**src/rtl/pc_next_unit_pkg.sv**
```systemverilog
// Shared control encodings for the fetch/PC path.
// Holds the PC-unit FSM state encoding, the default reset PC and the
// branch-type codes used to steer next-PC selection.
package pc_next_unit_pkg;

    typedef enum logic [1:0] {
        S_RESET = 2'd0,
        S_FETCH = 2'd1,
        S_EXEC  = 2'd2,
        S_HALT  = 2'd3
    } pc_state_t;

    localparam logic [31:0] PC_RESET_DEFAULT = 32'h0000_0000;

    // Redirect class, listed lowest to highest priority.
    typedef enum logic [1:0] {
        BR_NONE = 2'd0,
        BR_COND = 2'd1,
        BR_JUMP = 2'd2,
        BR_JREG = 2'd3
    } br_type_t;

    // J-type target: keep the 256 MB region of the link address.
    function automatic logic [31:0] jump_target(input logic [31:0] pc_plus4,
                                                input logic [25:0] index);
        return {pc_plus4[31:28], index, 2'b00};
    endfunction

endpackage

```
**src/rtl/next_pc_mux.sv**
```systemverilog
// Combinational next-PC selection.
// Ports:
//   pc_plus4      - sequential successor / link value
//   branch_taken  - conditional branch resolved taken
//   branch_offset - sign-extended word offset (unshifted)
//   jump          - J/JAL request, jump_index its 26-bit index
//   jump_reg      - JR/JALR request, reg_target its target
//   next_pc       - selected next PC
module next_pc_mux
    import pc_next_unit_pkg::*;
(
    input  logic [31:0] pc_plus4,
    input  logic        branch_taken,
    input  logic [31:0] branch_offset,
    input  logic        jump,
    input  logic [25:0] jump_index,
    input  logic        jump_reg,
    input  logic [31:0] reg_target,
    output logic [31:0] next_pc
);

    br_type_t w_sel;

    always_comb begin
        w_sel = BR_NONE;
        if (jump_reg)          w_sel = BR_JREG;
        else if (jump)         w_sel = BR_JUMP;
        else if (branch_taken) w_sel = BR_COND;
    end

    always_comb begin
        next_pc = pc_plus4;
        case (w_sel)
            BR_JREG: next_pc = reg_target;
            BR_JUMP: next_pc = jump_target(pc_plus4, jump_index);
            // Word offset to byte offset; top bits drop, sum wraps mod 2^32.
            BR_COND: next_pc = pc_plus4 + {branch_offset[29:0], 2'b00};
            default: next_pc = pc_plus4;
        endcase
    end

endmodule

```
**src/rtl/pc_next_unit.sv**
```systemverilog
// Program counter and fetch sequencing for a non-pipelined core.
// Each instruction is fetched (S_FETCH, waits on imem_ready) then held in
// S_EXEC until stall drops, at which point redirects are sampled and pc
// moves. A misaligned jump-register target halts the unit until reset.
// Ports:
//   clk, rst                - clock, synchronous active-high reset
//   stall                   - hold current instruction in S_EXEC
//   branch_taken/offset     - conditional branch redirect
//   jump/jump_index         - J-type redirect
//   jump_reg/reg_target     - register redirect
//   imem_req/addr/ready     - instruction fetch handshake
//   instr_valid             - instruction at pc is executing
//   pc, pc_plus4            - current PC and link value
//   misaligned              - sticky jump-register alignment fault
module pc_next_unit
    import pc_next_unit_pkg::*;
#(
    parameter logic [31:0] RESET_PC = PC_RESET_DEFAULT
) (
    input  logic        clk,
    input  logic        rst,
    input  logic        stall,
    input  logic        branch_taken,
    input  logic [31:0] branch_offset,
    input  logic        jump,
    input  logic [25:0] jump_index,
    input  logic        jump_reg,
    input  logic [31:0] reg_target,
    output logic        imem_req,
    output logic [31:0] imem_addr,
    input  logic        imem_ready,
    output logic        instr_valid,
    output logic [31:0] pc,
    output logic [31:0] pc_plus4,
    output logic        misaligned
);

    pc_state_t   r_state;
    pc_state_t   w_next_state;
    logic [31:0] r_pc;
    logic        r_misaligned;
    logic [31:0] w_pc_plus4;
    logic [31:0] w_next_pc;
    logic        w_retire;
    logic        w_fault;
    logic        w_pc_load;

    assign w_pc_plus4 = r_pc + 32'd4;
    // Redirects only count on the cycle the instruction retires.
    assign w_retire   = (r_state == S_EXEC) && !stall;
    assign w_fault    = w_retire && jump_reg && (reg_target[1:0] != 2'b00);

    next_pc_mux u_next_pc_mux (
        .pc_plus4      (w_pc_plus4),
        .branch_taken  (branch_taken),
        .branch_offset (branch_offset),
        .jump          (jump),
        .jump_index    (jump_index),
        .jump_reg      (jump_reg),
        .reg_target    (reg_target),
        .next_pc       (w_next_pc)
    );

    always_comb begin
        w_next_state = r_state;
        w_pc_load    = 1'b0;
        case (r_state)
            S_RESET: w_next_state = S_FETCH;
            S_FETCH: if (imem_ready) w_next_state = S_EXEC;
            S_EXEC: begin
                if (w_fault) begin
                    w_next_state = S_HALT;
                end else if (w_retire) begin
                    w_next_state = S_FETCH;
                    w_pc_load    = 1'b1;
                end
            end
            default: w_next_state = S_HALT;
        endcase
    end

    always_ff @(posedge clk) begin
        if (rst) begin
            r_state      <= S_RESET;
            r_pc         <= RESET_PC;
            r_misaligned <= 1'b0;
        end else begin
            r_state <= w_next_state;
            if (w_pc_load) r_pc <= w_next_pc;
            if (w_fault)   r_misaligned <= 1'b1;
        end
    end

    assign imem_req    = (r_state == S_FETCH);
    assign imem_addr   = r_pc;
    assign instr_valid = (r_state == S_EXEC);
    assign pc          = r_pc;
    assign pc_plus4    = w_pc_plus4;
    assign misaligned  = r_misaligned;

endmodule

```
**config.mk**
```make
export PLATFORM = sky130hd
export DESIGN_NAME = pc_next_unit
export DESIGN_NICKNAME = d
export VERILOG_FILES = /design/src/rtl/pc_next_unit_pkg.sv /design/src/rtl/next_pc_mux.sv /design/src/rtl/pc_next_unit.sv
export SDC_FILE = /design/constraint.sdc
export NUM_CORES = 1
export LEC_CHECK = 0
export ABC_CLOCK_PERIOD_IN_PS = 8800
export CORE_MARGIN = 2
export CORE_UTILIZATION = 40
export CTS_CLUSTER_SIZE = 20
export DETAILED_ROUTE_END_ITERATION = 8
export DONT_BUFFER_PORTS = 1
export SLEW_MARGIN = 10
export SYNTH_ARGS = -nofsm -noshare
export SYNTH_HDL_FRONTEND = slang
export SYNTH_SLANG_ARGS = --single-unit
```
**constraint.sdc**
```tcl
create_clock -name clk -period 8.8 [get_ports clk]
set_clock_uncertainty 0.05 [all_clocks]
set_input_delay 1.32 -clock clk [delete_from_list [all_inputs] [get_ports clk]]
set_output_delay 1.32 -clock clk [all_outputs]
set_load 0.02 [all_outputs]
```
==> results of run 1 <==
## cell families (layout without fill, tap and decap cells)
family / count (synthesis) / count (layout)
buffers and inverters: 80 / 33
AND/OR/NAND/NOR: 236 / 236
XOR/XNOR: 48 / 48
multiplexers: 4 / 4
AO/OA/AOI/OAI: 180 / 180
adder cells (fa/ha/maj): 35 / 35
flip-flops: 35 / 35
## state kept, by name, indices dropped and copies added (netlist names)
signal and flops:
misaligned 1, imem_addr 32, r_state 2
## layout make-up
class | instances | area share [%]
multi-input combinational | 503 | 74.8
sequential | 35 | 16.2
tap | 140 | 4.05
clock buffer | 8 | 2.31
inverter | 20 | 1.74
timing repair buffer | 5 | 0.868
## worst reg2reg max path, stage by stage (launching register included)
cell and delay (ns):
dfxtp_1 0.71, ha_1 0.32, nand4_1 0.23, nor3_1 0.59, and2_1 0.33, nand3_1 0.12
xnor2_1 0.62, ha_1 0.44, a21o_1 0.21, a21o_1 0.17, a21oi_1 0.30, o211ai_1 0.29
a211oi_1 0.35, mux2_2 0.37, nand2_1 0.06
## metrics by stage
stage	setup slack, ns	area [sq um]
finish	3.62	4320
CTS	3.63	4320
global placement	3.76	4220
floorplan	4.80	4370
global route	3.32	4320
detailed placement	3.63	4220
## worst paths after layout
| path | startpoint | end | cells past startpoint |
|---|---|---|---|
| setup / recovery | imem_addr[2] | imem_addr[25] | 14 |
| hold / removal | r_state[0] | r_state[1] | 2 |
| setup reg to reg | imem_addr[2] | imem_addr[25] | 14 |
| hold reg to reg | r_state[0] | r_state[1] | 2 |
## routing by layer
metal,up-vias,share of wire (%)
li1,2133,-
met5,-,0
met3,25,9.6
met4,0,1.9
met2,235,48
met1,2168,40
## placed cells by master, fill, tap and decap left out, drive strengths merged, types with 3 or more instances in the layout
cell	netlist	routed
o22ai	12	12
o21ai	35	35
clkbuf	23	8
xnor2	27	27
and2	5	5
and4	7	7
o31ai	4	4
o21bai	4	4
a31oi	3	3
a21oi	46	46
nor3	18	18
inv	20	20
a211o	4	4
xor2	21	21
nand4	12	12
a211oi	13	13
o21a	5	5
buf	37	5
o211ai	11	11
a21o	9	9
nor4	4	4
a22oi	3	3
and3	7	7
dfxtp	35	35
nand3	26	26
nand2	65	65
ha	34	34
mux2i	3	3
nor2	74	74
a221oi	9	9
nor2b	8	8
o221ai	4	4
## power groups by stage
stage                     registers (mW)  logic (mW)  clock network (mW)
final                              0.177       0.102               0.144
after global placement             0.181      0.0977                   0
after global routing               0.178       0.112               0.151
after floorplan                    0.174      0.0902                   0
after CTS                          0.177       0.100               0.145
after detailed placement           0.181      0.0998                   0
==> metrics list, run 1 <==
* Cell family with most CP delay: simple AND/OR/NAND/NOR gates
- For this run, design rule violations remaining after detail routing come to 0.
- The first detailed-routing pass took 5 iterations.
- Cell Rows: 38
* Class of the most critical hold timing path: flip-flop to flip-flop
- Measured slew at the worst slew-check pin: 0.901 ns
- Chip Height: 109 um
- PwrDens: 97.6 nW/um^2
* Cell with the most instances after synthesis: nor2_1
* Clock buffers created by TritonCTS: 5
* Critical Path Max Stage Delay: 0.71 ns
- Area share of the largest cell type after synthesis: 16.0%
- Critical path startpoint category: flip-flop
* Number of H-tree branching levels: 2
- Setup slack, reg-to-reg: 3.62 ns
- STA puts the critical path data required time at 9.02 ns.
- Global routing consumed, on the met3 layer, 7.23% of the routing resources.
- Max Cap Viol: 0
* Detailed-route via count: 4,561
- Highest net fanout along the worst path: 7
- The clock network burns 34.0% of the power.
- Synthesis-stage register bit count: 35
* Total core area: 10,700 sq um
* Root buffer cell: clkbuf_8
- Min Hold Slack: 0.457 ns
- Instance count of the mapped netlist: 618
* 1st-iter DRT viols: 350
- The slowest stage of the critical path belongs to the cell dfxtp_1.
- Summed over all cells, the static leakage comes to 1.78 nW.
- In the final layout, the share of cells above drive strength 1 is 3.68%.
- RSZ-0062 raised after global routing: no
- The die is 109 um wide.
- Post-synth net total: 750
- Combinational logic burns 24.1% of the power.
- The count of nets left with antenna violations once routing finished came out at 0.
* Most frequently used flop master after synthesis: dfxtp_1
- Area of the multi-input gates: 3240 sq um
- For this run, global-route usage on met2 was measured as 47.1%.
* Final non-filler cell total: 711
* Top Usage Layer GRT: met2
* Syn-to-layout area delta: -1.03%
- Each instance of the synthesized netlist takes up on average 7.07 sq um.
* Internal Pwr Total: 0.271 mW
- Across the VDD grid, the largest voltage drop is 62.0 uV.
- Global route total overflow: 0
- Fraction of synthesis flops using an asynchronous set or reset pin: 0%
- In this run, distinct cell masters in the synthesized netlist total 63.
- Status: finished clean
* Endpoint kind of the worst setup timing path: flip-flop
* Final cycle utilization of the critical path: 58.8%
* Net count of the finished layout: 702
* Syn. warnings: 0
* Final standard cell utilization of the core: 40.2%
* Num Clock Sinks: 35
- Data arrival, critical path: 5.40 ns
* Largest family of logic cells by synthesized area: compound AO/OA/AOI/OAI gates
- Summing the areas of all compound-gate instances in the mapped netlist gives 27.1% of the synthesized area.
- Floorplan die area: 11,800 sq um
- Multiplexer area fraction after synthesis: 0.945%
* Top cell type by total area after synthesis: dfxtp_1
* Sequential share of power: 41.9%
- Detailed-route wire length per cell: 22.7 um
* Via-to-Cell Ratio: 6.41
- The synthesized netlist devotes 26.2% of its cell area to simple gates.
- Summing all flip-flop and latch instances after layout gives 701 sq um.
- The cell area that synthesis handed to floorplanning was 4370 sq um.
- Once the floorplan was initialized, standard cells occupied 40.7% of the core.
* Crit path time final: 5.18 ns
- Of the total power, the share spent switching nets is 35.8%.
- The synthesized netlist devotes 10.2% of its cell area to adder and majority cells.
- Wire length of the first global-routing pass: 24,300 um
- Category of the critical setup timing path: flip-flop to flip-flop
- Global routing used 27.0% of the available tracks.
* Register area share after synthesis: 16.0%
- Cts hold-fix bufs: 0
- Initial antenna violation count: 0
- Cells taking the most area after synthesis: dfxtp_1 16%, ha_1 9.7%, nor2_1 6.3%, buf_4 6.0%, nand2_1 5.5%
- TritonCTS clock tree: yes
- Entering global routing, the biggest net connects 41 pins.
* Number of enable flip-flop cells after synthesis: 0
* Top-level I/O count: 196
* Vias in the first global route: 4,528
- The critical path goes through ha_1 > nand4_1 > nor3_1 > and2_1 > nand3_1 > xnor2_1 > ha_1 > a21o_1 > a21o_1 > a21oi_1 > o211ai_1 > a211oi_1 > mux2_2 > nand2_1.
- Post-Route WL: 16,100 um
- Power consumption: 0.422 mW
- The later pin in the worst-skew pair is clocked with a latency of 0.32 ns.
- Number of gates given a new drive strength after cts: 0
- Detail Placement HPWL: 11,900 um
* Normalized max-slew margin: 39.7%
- Xor/xnor cell area share of the yosys netlist: 9.62%
- M1 GR Usage: 32.1%
- Count of final max-slew check failures: 0
- Buffers plus inverters on the worst setup path: 0
- Number of buffers inserted by post-CTS setup repair: 0
- Sw power: 0.151 mW
* Maximum buffer depth of the clock tree: 2
* Endpoints failing hold: 0
- Final-layout setup total negative slack: 0 ns
- Setup violations remaining at the end of the flow were counted as 0.
* Clock slew at reported path FFs: 0.10 ns
- The count of buffers added on input and output ports is 0.
* Dpl cells: 703
- Fillcell total: 1,164
* Fmax achieved: 193 MHz
- The congestion estimate from routability-driven global placement came to 0.943.
* ANT cells: 0
- Most used standard cells in the synthesized netlist: 73 x nor2_1, 64 x nand2_1, 46 x a21oi_1
Power figures use the tool's default switching activity.
==> run 2, diff against run 1 <==
Settings changed: ABC_CLOCK_PERIOD_IN_PS 8800 to 4750.
Clock period 8.8 ns to 4.75 ns, I/O delays scaled along.
==> metrics list, run 2 (synthesized netlist as in run 1, its figures left out) <==
- The combined area of the multi-input logic cells is 3240 sq um (unchanged).
* Wire length of the first global-routing pass: 24,600 um (+1.3%)
- The clock latency on the worst-skew pair is 0.30 ns (-0.02 ns).
- 1st-iter DRT viols: 362 (+3.4%)
- The total power after layout is 0.788 mW (+87%).
* First drt pass iteration count: 5 (unchanged)
* Critical Path Max Stage Delay: 0.52 ns (-0.19 ns)
- The aggregate global routing overflow is 0 (unchanged).
- Clock slew at reported path FFs: 0.08 ns (-0.02 ns)
* Relative contribution of combinational cells to total power: 27.0% (+2.9 points)
* Clock share of power: 33.4% (-0.6 points)
- Number of buffers inserted by post-CTS setup repair: 0 (unchanged)
* Post-Route WL: 16,300 um (+1.0%)
- Sequential share of power: 39.6% (-2.3 points)
- Setup repair after global routing left no endpoint under its margin.
* Maximum number of pins on one net before global-route repair: 41 (unchanged)
- Normalized max-slew margin: 40.1% (+0.43 points)
- Internal Pwr Total: 0.510 mW (+88%)
* Cell Rows: 38 (unchanged)
- The number of hold-repair buffers added at the cts stage is 0 (unchanged).
* Register area: 701 sq um (unchanged)
- Vias in the first global route: 4,563 (+0.77%)
* Detailed-route via count: 4,727 (+3.6%)
- The number of top-level design ports came to 196 (unchanged).
* Leakage power of the design: 2.01 nW (+13%)
* Share of layout cells above drive strength 1: 10.3% (+6.6 points)
- Antenna Violating Nets Remaining: 0 (unchanged)
- Crit path time final: 4.26 ns (-0.912 ns)
- Required time reported for the critical path endpoint: 4.93 ns (-4.09 ns)
- Via-to-Cell Ratio: 6.28 (-2.1%)
- The count of cells resized by post-cts repair came to 0 (unchanged).
- Chain of cells forming the critical path: ha_1 > nand4_1 > nor3_1 > buf_4 > and3_1 > nand2_1 > xnor2_1 > buf_4 > ha_1 > a21o_1 > a21oi_1 > o21ai_0 > a21oi_1 > o31ai_1 > a2111oi_0 > nand3b_1 > a31oi_1
- Initial antenna violation count: 0 (unchanged)
- TritonCTS clock tree: yes
- The biggest fanout along the worst timing path was 7 (unchanged).
- Endpoints failing setup: 0 (unchanged)
- The number of levels in the clock H-tree was 2 (unchanged).
* Min Hold Slack: 0.437 ns (-0.0194 ns)
- The run finished with clean final reports.
- Total core area: 10,700 sq um (unchanged)
- Leaving out fill and tap cells, the most frequent cell in the layout is nor2_1.
* Syn-to-layout area delta: 6.19%
* Net count of the finished layout: 744 (+6.0%)
* Max VDD drop: 83.1 uV (+34%)
- The power per standard cell area came to 170 nW/um^2 (+74%).
* Data arrival, critical path: 4.44 ns (-0.96 ns)
- The flip-flop count of the largest register after layout came to 32 (unchanged).
* Root buffer cell: clkbuf_8
* Endpoints failing hold: 0 (unchanged)
* Number of port buffers: 0 (unchanged)
- Detailed-route wire length per cell: 21.6 um (-4.6%)
- The total DRC errors in the routed layout is 0 (unchanged).
- The overall die height was 109 um (unchanged).
* Initial cell density of the core: 40.7% (unchanged)
- The number of antenna repair diodes is 0 (unchanged).
- STA classifies the critical path startpoint as a flip-flop.
- Switching Fraction: 35.2% (-0.59 points)
- Global Route Usage Sum: 27.1% (+0.071 points)
- Among all stages on the critical path, the largest delay is contributed by a2111oi_0.
* Die Width: 109 um (unchanged)
- Sw power: 0.277 mW (+84%)
- Final design area excluding fillers: 4640 sq um (+7.3%)
- The top cell types in the final layout, fill and taps aside, are 73 x nor2_1, 64 x nand2_1, 47 x buf_4.
- Maximum buffer depth of the clock tree: 2 (unchanged)
- The worst-margin pin slew is 0.891 ns (-0.00995 ns).
* Cell family with most CP delay: compound AO/OA/AOI/OAI gates
- Class of the most critical hold timing path: input pin to flip-flop
* Num Clock Sinks: 35 (unchanged)
- Clock buffers created by TritonCTS: 5 (unchanged)
- The worst setup path is captured at a flip-flop.
* Cell area after placement: 4540 sq um (+7.5%)
- The die area was 11,800 sq um (unchanged).
- RePlAce Congestion: 0.949 (+0.63%)
- The max-cap violation count came to 0 (unchanged).
- The sum of negative setup slack is 0 ns (unchanged).
* Fmax achieved: 235 MHz (+21%)
- The fraction of the cycle the final worst path needs came to 89.8% (+31 points).
- Category of the critical setup timing path: flip-flop to flip-flop
* Fillcell total: 1,140 (-2.1%)
- The placed wire-length estimate after detailed placement is 12,400 um (+4.5%).
* Count of final max-slew check failures: 0 (unchanged)
- The count of buffer and inverter cells on the critical path was 2 (+2).
## run 2: cell types whose count changed in the layout (fill, tap and decap cells not counted), sizes merged
cell,delta
buf,+42
## run 2: area by class of cell
class,instances,share of cell area [%]
Clock buffer,8,2.16
Inverter,20,1.62
Multi-Input combinational cell,503,69.7
Sequential cell,35,15.1
Tap cell,140,3.78
Timing Repair Buffer,47,7.61
## run 2: worst paths after layout
check / start / endpoint / slack (ns) / depth (start not counted)
worst min register to register: r_state[0] / r_state[1] / 0.46 / 2
worst min-delay path: rst / imem_addr[27] / 0.44 / 1
worst max register to register: imem_addr[3] / imem_addr[27] / 0.49 / 17
worst max-delay path: imem_addr[3] / imem_addr[27] / 0.49 / 17
## run 2: power by group through the flow
stage | clock network, mW | logic, mW | registers, mW
after floorplan | 0 | 0.167 | 0.323
after global placement | 0 | 0.206 | 0.319
after detailed placement | 0 | 0.210 | 0.319
after CTS | 0.267 | 0.211 | 0.312
after global routing | 0.281 | 0.234 | 0.313
final | 0.263 | 0.213 | 0.312
## run 2: worst reg2reg max path: stages (launching register included)
cell and delay (ns):
dfxtp_1 0.40, ha_1 0.28, nand4_1 0.22, nor3_1 0.20
buf_4 0.17, and3_1 0.28, nand2_1 0.10, xnor2_1 0.13
buf_4 0.17, ha_1 0.37, a21o_1 0.22, a21oi_1 0.19
o21ai_0 0.10, a21oi_1 0.32, o31ai_1 0.14, a2111oi_0 0.52
nand3b_1 0.20, a31oi_1 0.16
## run 2: per-layer routing
layer | wire [um] | part of all wire, % | vias to the layer above | global-route usage (%)
li1 | - | - | 2217 | -
met1 | 6790 | 42 | 2249 | 33.9
met2 | 7780 | 48 | 242 | 46.6
met3 | 1460 | 9.0 | 19 | 6.27
met4 | 245 | 1.5 | 0 | 6.87
met5 | 0 | 0 | - | 0
## run 2: stage by stage
stage	cells	setup WS (ns)	utilization [%]
4_1_cts	753	0.636	43.2
3_5_place_dp	745	0.660	42.2
3_3_place_gp	745	0.684	42.2
5_1_grt	753	0.183	43.2
6_report	753	0.486	43.2
2_1_floorplan	618	0.753	-
